**config.mk**
```make
export PLATFORM = sky130hd
export DESIGN_NAME = shift_exec
export DESIGN_NICKNAME = d
export VERILOG_FILES = /design/src/rtl/shift_pkg.sv /design/src/rtl/shift_core.sv /design/src/rtl/shift_exec.sv
export SDC_FILE = /design/constraint.sdc
export NUM_CORES = 1
export LEC_CHECK = 0
export CORE_MARGIN = 8
export CORE_UTILIZATION = 35
export DETAILED_ROUTE_END_ITERATION = 12
export HOLD_SLACK_MARGIN = 0.08
export PLACE_DENSITY_LB_ADDON = 0.05
export SLEW_MARGIN = 20
export SYNTH_ARGS = -nofsm -noshare
export SYNTH_HDL_FRONTEND = slang
export SYNTH_SLANG_ARGS = --single-unit
export TNS_END_PERCENT = 30
```
**constraint.sdc**
```tcl
create_clock -name clk -period 2.6 [get_ports clk]
set_clock_uncertainty 0.05 [all_clocks]
set_input_delay 0.52 -clock clk [delete_from_list [all_inputs] [get_ports clk]]
set_output_delay 0.52 -clock clk [all_outputs]
set_load 0.005 [all_outputs]
```
**src/rtl/shift_pkg.sv**
```systemverilog
// Shared op encoding, instruction field constants and a bit-reverse helper for the shift unit.
package shift_pkg;

    typedef enum logic [1:0] {
        SH_SLL = 2'b00,
        SH_SRL = 2'b01,
        SH_SRA = 2'b10
    } shift_op_e;

    localparam logic [2:0] FUNCT3_SL   = 3'b001;
    localparam logic [2:0] FUNCT3_SR   = 3'b101;
    localparam logic [6:0] FUNCT7_BASE = 7'h00;
    localparam logic [6:0] FUNCT7_ALT  = 7'h20;

    function automatic logic [31:0] bit_rev(input logic [31:0] x);
        logic [31:0] r;
        for (int i = 0; i < 32; i++) begin
            r[i] = x[31-i];
        end
        return r;
    endfunction

endpackage

```
**src/rtl/shift_core.sv**
```systemverilog
// Combinational 32-bit log barrel shifter (16/8/4/2/1); zero latency, no handshake.
module shift_core
    import shift_pkg::*;
(
    input  logic [1:0]  op,
    input  logic [4:0]  shamt,
    input  logic [31:0] data,
    output logic [31:0] result
);

    logic        fill;
    logic [31:0] st0, st1, st2, st3, st4, st5;

    // Left shifts reuse the right-shift datapath by reversing bits on both sides.
    always_comb begin
        fill   = (op == SH_SRA) & data[31];
        st0    = (op == SH_SLL) ? bit_rev(data) : data;
        st1    = shamt[4] ? {{16{fill}}, st0[31:16]} : st0;
        st2    = shamt[3] ? {{8{fill}},  st1[31:8]}  : st1;
        st3    = shamt[2] ? {{4{fill}},  st2[31:4]}  : st2;
        st4    = shamt[1] ? {{2{fill}},  st3[31:2]}  : st3;
        st5    = shamt[0] ? {fill,       st4[31:1]}  : st4;
        result = (op == SH_SLL) ? bit_rev(st5) : st5;
    end

endmodule

```
**src/rtl/shift_exec.sv**
```systemverilog
// Two-stage RISC-V shift execute unit (decode -> shift); SHIFT_CHECK_EN enables illegal-encoding flagging.
// Latency 2 cycles; in_ready = stage 1 can advance, everything holds when both stages full and out_ready low.
module shift_exec
    import shift_pkg::*;
(
    input  logic        clk,
    input  logic        rst_n,
    input  logic        in_valid,
    output logic        in_ready,
    input  logic [2:0]  funct3,
    input  logic [6:0]  funct7,
    input  logic        is_imm,
    input  logic [31:0] rs1_val,
    input  logic [31:0] rs2_val,
    input  logic [4:0]  shamt_imm,
    input  logic [4:0]  rd,
    output logic        out_valid,
    input  logic        out_ready,
    output logic [31:0] result,
    output logic [4:0]  out_rd,
    output logic        out_err
);

    logic        s1_valid_q;
    logic [1:0]  s1_op_q, s1_op_d;
    logic [31:0] s1_operand_q;
    logic [4:0]  s1_shamt_q, s1_shamt_d;
    logic [4:0]  s1_rd_q;
    logic        s1_err_q, s1_err_d;

    logic        s2_valid_q;
    logic [31:0] s2_result_q, s2_result_d;
    logic [4:0]  s2_rd_q;
    logic        s2_err_q;

    logic        s1_adv, s2_adv;
    logic [31:0] core_res;
    logic        unused_rs2_hi;

    assign unused_rs2_hi = ^rs2_val[31:5];

    assign s2_adv   = !s2_valid_q || out_ready;
    assign s1_adv   = !s1_valid_q || s2_adv;
    assign in_ready = rst_n & s1_adv;

`ifdef SHIFT_CHECK_EN
    always_comb begin
        s1_shamt_d = is_imm ? shamt_imm : rs2_val[4:0];
        s1_op_d    = SH_SLL;
        s1_err_d   = 1'b1;
        if (funct3 == FUNCT3_SL && funct7 == FUNCT7_BASE) begin
            s1_op_d  = SH_SLL;
            s1_err_d = 1'b0;
        end else if (funct3 == FUNCT3_SR && funct7 == FUNCT7_BASE) begin
            s1_op_d  = SH_SRL;
            s1_err_d = 1'b0;
        end else if (funct3 == FUNCT3_SR && funct7 == FUNCT7_ALT) begin
            s1_op_d  = SH_SRA;
            s1_err_d = 1'b0;
        end
    end
`else
    logic unused_fields;
    assign unused_fields = ^{funct3[1:0], funct7[6], funct7[4:0]};

    always_comb begin
        s1_shamt_d = is_imm ? shamt_imm : rs2_val[4:0];
        s1_err_d   = 1'b0;
        if (!funct3[2]) begin
            s1_op_d = SH_SLL;
        end else if (funct7[5]) begin
            s1_op_d = SH_SRA;
        end else begin
            s1_op_d = SH_SRL;
        end
    end
`endif

    shift_core u_core (
        .op     (s1_op_q),
        .shamt  (s1_shamt_q),
        .data   (s1_operand_q),
        .result (core_res)
    );

    // Illegal requests still flow through but carry a zero result.
    assign s2_result_d = s1_err_q ? 32'h0 : core_res;

    always_ff @(posedge clk or negedge rst_n) begin
        if (!rst_n) begin
            s1_valid_q   <= 1'b0;
            s1_op_q      <= SH_SLL;
            s1_operand_q <= '0;
            s1_shamt_q   <= '0;
            s1_rd_q      <= '0;
            s1_err_q     <= 1'b0;
            s2_valid_q   <= 1'b0;
            s2_result_q  <= '0;
            s2_rd_q      <= '0;
            s2_err_q     <= 1'b0;
        end else begin
            if (s2_adv) begin
                s2_valid_q <= s1_valid_q;
                if (s1_valid_q) begin
                    s2_result_q <= s2_result_d;
                    s2_rd_q     <= s1_rd_q;
                    s2_err_q    <= s1_err_q;
                end
            end
            if (s1_adv) begin
                s1_valid_q <= in_valid;
                if (in_valid) begin
                    s1_op_q      <= s1_op_d;
                    s1_operand_q <= rs1_val;
                    s1_shamt_q   <= s1_shamt_d;
                    s1_rd_q      <= rd;
                    s1_err_q     <= s1_err_d;
                end
            end
        end
    end

    assign out_valid = s2_valid_q;
    assign result    = s2_result_q;
    assign out_rd    = s2_rd_q;
    assign out_err   = s2_err_q;

endmodule

```
==> reports/results.md <==
* **outcome** complete, but fails checks
* **violated checks** negative setup slack
* **largest net degree at the start of global routing** 52
* **Mapped Cells** 649
* **number of storage elements in the synthesis netlist** 83
* **worst endpoint required time** 2780 ps
* **global-route usage over all layers** 21.8%
* **portion of total power attributed to combinational logic** 55.2%
* **global-route wire length before repair** 37600 um
* **clock tree from TritonCTS** built
* **number of warnings reported in the yosys synthesis log** 0
* **Cell Area, Synth** 0.00620 mm2
* **max_cap viols** 0
* **Sw Ratio** 38.1%
* **Buf+Inv Stages, Crit Path** 5
* **Worst Setup Slack post-DPL** -213 ps
* **antenna violations before repair** 0
* **clock latency at the later pin of the worst-skew pair** 350 ps
* **Total Neg Setup Slack** -968 ps
* **Crit path max-delay family** multiplexers
* **Cell Rows** 48
* **Critical Path End Type** register
* **path category of the worst min-delay check** in -> async
* **net switching power** 2.84 mW
* **register area share after synthesis** 33.5%
* **CTS clk-pin slew, worst paths** 70 ps
* **Flop pwr share** 25.6%
* **CORE AREA** 0.0173 mm2
* **final setup vio count** 17
* **EDFF count, synth** 0
* **DRC violations left** 0
* **Avg Inst Size Synth** 9.56 um2
* **P per Cell Area** 839 mW/mm2
* **# port buffers** 92
* **net count of the mapped netlist** 738
* **headroom to the max-slew limit** 57.2%
* **Max Buffers Root-to-Sink** 2
* **share of the core filled with cells in the final layout** 51.4%
* **total vias in the final route** 6172
* **horizontal extent of the die** 149 um
* **most used flip-flop cell after synthesis** sky130_fd_sc_hd__dfrtp_1
* **Die Y-Extent** 149 um
* **Starting DRT DRC Count** 558
* **I/O pin cnt** 129
* **most frequent cell on the critical path** sky130_fd_sc_hd__buf_6
* **synthesis-to-layout area growth** 43.4%
* **RD Place Congestion** 0.924
* **number of clock sinks** 83
* **initial core utilization** 35.9%
* **critical path cell sequence** buf_6, nor2_4, buf_6, buf_8, buf_4, a211oi_2, o2bb2ai_4, mux2_4, buf_6, mux4_2, nand2_1, nand2_1
* **category of the worst setup path launch point** register
* **asr flop ratio synth** 100%
* **count of different cell masters after synthesis** 73
* **Die Footprint** 0.0222 mm2
* **Worst IR Drop VDD** 0.389 mV
* **fraction of layout instances using a drive strength above 1** 34.3%
* **standard cell with the maximum stage delay on the critical path** sky130_fd_sc_hd__mux4_2
* **critical path fanouts, max** 7
* **fraction of the cycle the final worst path needs** 104%
* **Leak Pwr** 3.66 nW
* **Final WS setup** -103 ps
* **transition time of the tightest slew-check pin** 642 ps
* **number of H-tree levels** 3
* **Fillers** 1616
* **Antenna Cells** 0
* **internal power summed over all cells** 4.62 mW
* **Total Nets Final** 900
* **Initial DRT Pass Iterations** 5
* **setup repair after global routing missed its margin** true
* **number of vias per cell** 5.93
* **final number of max-transition violations** 0
* **class of the most critical setup path** reg -> reg
* **maximum cell stage delay along the critical path** 480 ps
* **fmax** 0.370 GHz
* **placed wire-length estimate** 19100 um
* **Post-DRT Antenna Nets** 0
* **post-layout min period** 2700 ps
* **part of the total power dissipated in the clock network** 19.2%
* **vias in the first global route** 6240
* **data arrival time of the worst path** 2880 ps
* **global-route congestion overflow total** 0
* **total CTS buffers** 9
* **root buf cell** sky130_fd_sc_hd__clkbuf_16
* **WL final** 24400 um
* **average detailed-routed wire length per instance** 23.4 um
* **final hold viol count** 0
-- logic make-up (layout without fill, tap and decap cells) --
group                  count (synthesis)  count (layout)  synth area share [%]
AND/OR/NAND/NOR                      194             194                  14.1
AO/OA/AOI/OAI                        192             192                  22.7
flip-flops                            83              83                  33.5
buffers and inverters                 65             232                  4.94
multiplexers                         114             114                  24.7
other                                  1               1                0.0605
-- sequential cells by signal, summed over array words and instances (netlist names) --
| signal | count |
|---|---|
| s1_op_q | 2 |
| s1_rd_q | 5 |
| result | 32 |
| out_rd | 5 |
| s1_operand_q | 32 |
| out_valid | 1 |
| s1_shamt_q | 5 |
| s1_valid_q | 1 |
-- metal layers --
layer  wire (um)  track usage [%]
met1       10900             29.1
met3        1160             2.88
met4         539             7.67
met5           0                0
met2       11800             35.7
-- cell usage after synthesis, types with 3 or more instances --
cell type,count,share of area [%]
sky130_fd_sc_hd__nand3_1,10,0.81
sky130_fd_sc_hd__a222oi_1,3,0.48
sky130_fd_sc_hd__nand2b_1,7,0.71
sky130_fd_sc_hd__nand3b_1,5,0.61
sky130_fd_sc_hd__a22oi_1,16,1.9
sky130_fd_sc_hd__mux4_1,4,1.7
sky130_fd_sc_hd__a221oi_1,7,0.99
sky130_fd_sc_hd__a2bb2oi_1,3,0.42
sky130_fd_sc_hd__dfrtp_1,83,33
sky130_fd_sc_hd__mux4_2,21,7.6
sky130_fd_sc_hd__nor2_1,49,3.0
sky130_fd_sc_hd__buf_2,16,1.3
sky130_fd_sc_hd__a21o_1,5,0.61
sky130_fd_sc_hd__o22ai_1,8,0.81
sky130_fd_sc_hd__nor4_1,3,0.30
sky130_fd_sc_hd__or2_2,3,0.30
sky130_fd_sc_hd__clkbuf_1,26,1.6
sky130_fd_sc_hd__buf_1,12,0.73
sky130_fd_sc_hd__a211o_1,3,0.42
sky130_fd_sc_hd__a21oi_1,37,3.0
sky130_fd_sc_hd__and2_1,6,0.61
sky130_fd_sc_hd__nor3_1,5,0.40
sky130_fd_sc_hd__nand2_1,91,5.5
sky130_fd_sc_hd__a31oi_1,5,0.50
sky130_fd_sc_hd__inv_1,3,0.18
sky130_fd_sc_hd__mux2_2,51,9.3
sky130_fd_sc_hd__o21a_1,4,0.48
sky130_fd_sc_hd__o2bb2ai_1,4,0.56
sky130_fd_sc_hd__a211oi_1,12,1.5
sky130_fd_sc_hd__o211ai_1,5,0.61
sky130_fd_sc_hd__o21ai_0,29,2.3
sky130_fd_sc_hd__a221o_1,11,1.8
sky130_fd_sc_hd__a32oi_1,7,0.99
sky130_fd_sc_hd__buf_4,3,0.36
sky130_fd_sc_hd__mux2i_1,38,6.1
sky130_fd_sc_hd__o221ai_1,4,0.56
-- power by group through the flow --
| stage | Combinational [mW] | Clock [mW] | Sequential [mW] |
|---|---|---|---|
| detailed placement | 3.67 | 0 | 1.93 |
| global route | 4.37 | 1.52 | 1.95 |
| finish | 4.12 | 1.44 | 1.91 |
| global placement | 3.65 | 0 | 1.90 |
| CTS | 3.93 | 1.47 | 1.91 |
| floorplan | 1.90 | 0 | 1.85 |
-- what timing repair did --
item | in CTS | in global routing
setup buffers | 5 | 2
pin swaps | 20 | 14
gates resized for setup | 57 | 38
endpoints found under the hold margin | 0 | 0
hold buffers | 0 | 0
endpoints found under the setup margin | 32 | 31
-- metrics by stage --
| step | hold slack, ps | std cells | area (um2) | total power [mW] |
|---|---|---|---|---|
| final | 234 | 1041 | 8900 | 7.46 |
| after global routing | 260 | 1041 | 8900 | 7.84 |
| after CTS | 243 | 1039 | 8690 | 7.30 |
| after detailed placement | 404 | 1018 | 8060 | 5.60 |
| after global placement | 392 | 1018 | 8060 | 5.55 |
| after floorplan | 174 | 649 | 6200 | 3.75 |
-- cell type report --
cell class                      count  area [um2]  share of cell area [%]
Multi-Input combinational cell    501        4240                    47.7
Sequential cell                    83        2080                    23.3
Timing Repair Buffer              211        1950                    21.9
Tap cell                          225         282                    3.16
Clock buffer                       11         243                    2.73
Clock inverter                      5        86.3                   0.970
Inverter                            5        18.8                   0.211
-- final timing paths --
| check | startpoint | to | slack (ps) | cells past startpoint |
|---|---|---|---|---|
| setup / recovery | s1_op_q[1] | result[26] | -100 | 12 |
| hold / removal | rst_n | result[20] | 230 | 2 |
| setup reg to reg | s1_op_q[1] | result[26] | -100 | 12 |
| hold reg to reg | s1_rd_q[3] | out_rd[3] | 410 | 2 |
| max in group asynchronous | rst_n | s1_operand_q[1] | 1730 | 2 |
| min in group clk | s1_rd_q[3] | out_rd[3] | 410 | 2 |
-- cells in the final DEF, fill, tap and decap left out, types with 4 or more instances in the layout --
cell,Yosys,final
sky130_fd_sc_hd__buf_12,1,8
sky130_fd_sc_hd__o22ai_1,8,5
sky130_fd_sc_hd__clkdlybuf4s50_1,0,91
sky130_fd_sc_hd__o211ai_1,5,5
sky130_fd_sc_hd__o21a_1,4,4
sky130_fd_sc_hd__buf_6,2,7
sky130_fd_sc_hd__nor2_1,49,45
sky130_fd_sc_hd__clkbuf_16,0,9
sky130_fd_sc_hd__a221oi_4,0,4
sky130_fd_sc_hd__nand2_1,91,89
sky130_fd_sc_hd__a21oi_2,2,8
sky130_fd_sc_hd__nor3_1,5,4
sky130_fd_sc_hd__a32oi_1,7,7
sky130_fd_sc_hd__mux4_1,4,4
sky130_fd_sc_hd__a21oi_1,37,29
sky130_fd_sc_hd__a21o_1,5,5
sky130_fd_sc_hd__buf_4,3,104
sky130_fd_sc_hd__mux2_4,0,7
sky130_fd_sc_hd__dfrtp_1,83,83
sky130_fd_sc_hd__a211oi_2,0,5
sky130_fd_sc_hd__a22oi_1,16,15
sky130_fd_sc_hd__mux2i_1,38,31
sky130_fd_sc_hd__mux4_2,21,21
sky130_fd_sc_hd__nand2b_1,7,7
sky130_fd_sc_hd__nand3b_1,5,5
sky130_fd_sc_hd__o21ai_0,29,24
sky130_fd_sc_hd__nand3_1,10,9
sky130_fd_sc_hd__a211oi_1,12,7
sky130_fd_sc_hd__a221o_1,11,11
sky130_fd_sc_hd__o21ai_1,1,4
sky130_fd_sc_hd__mux2_2,51,44
sky130_fd_sc_hd__mux2i_2,0,6
Power figures use the tool's default switching activity.
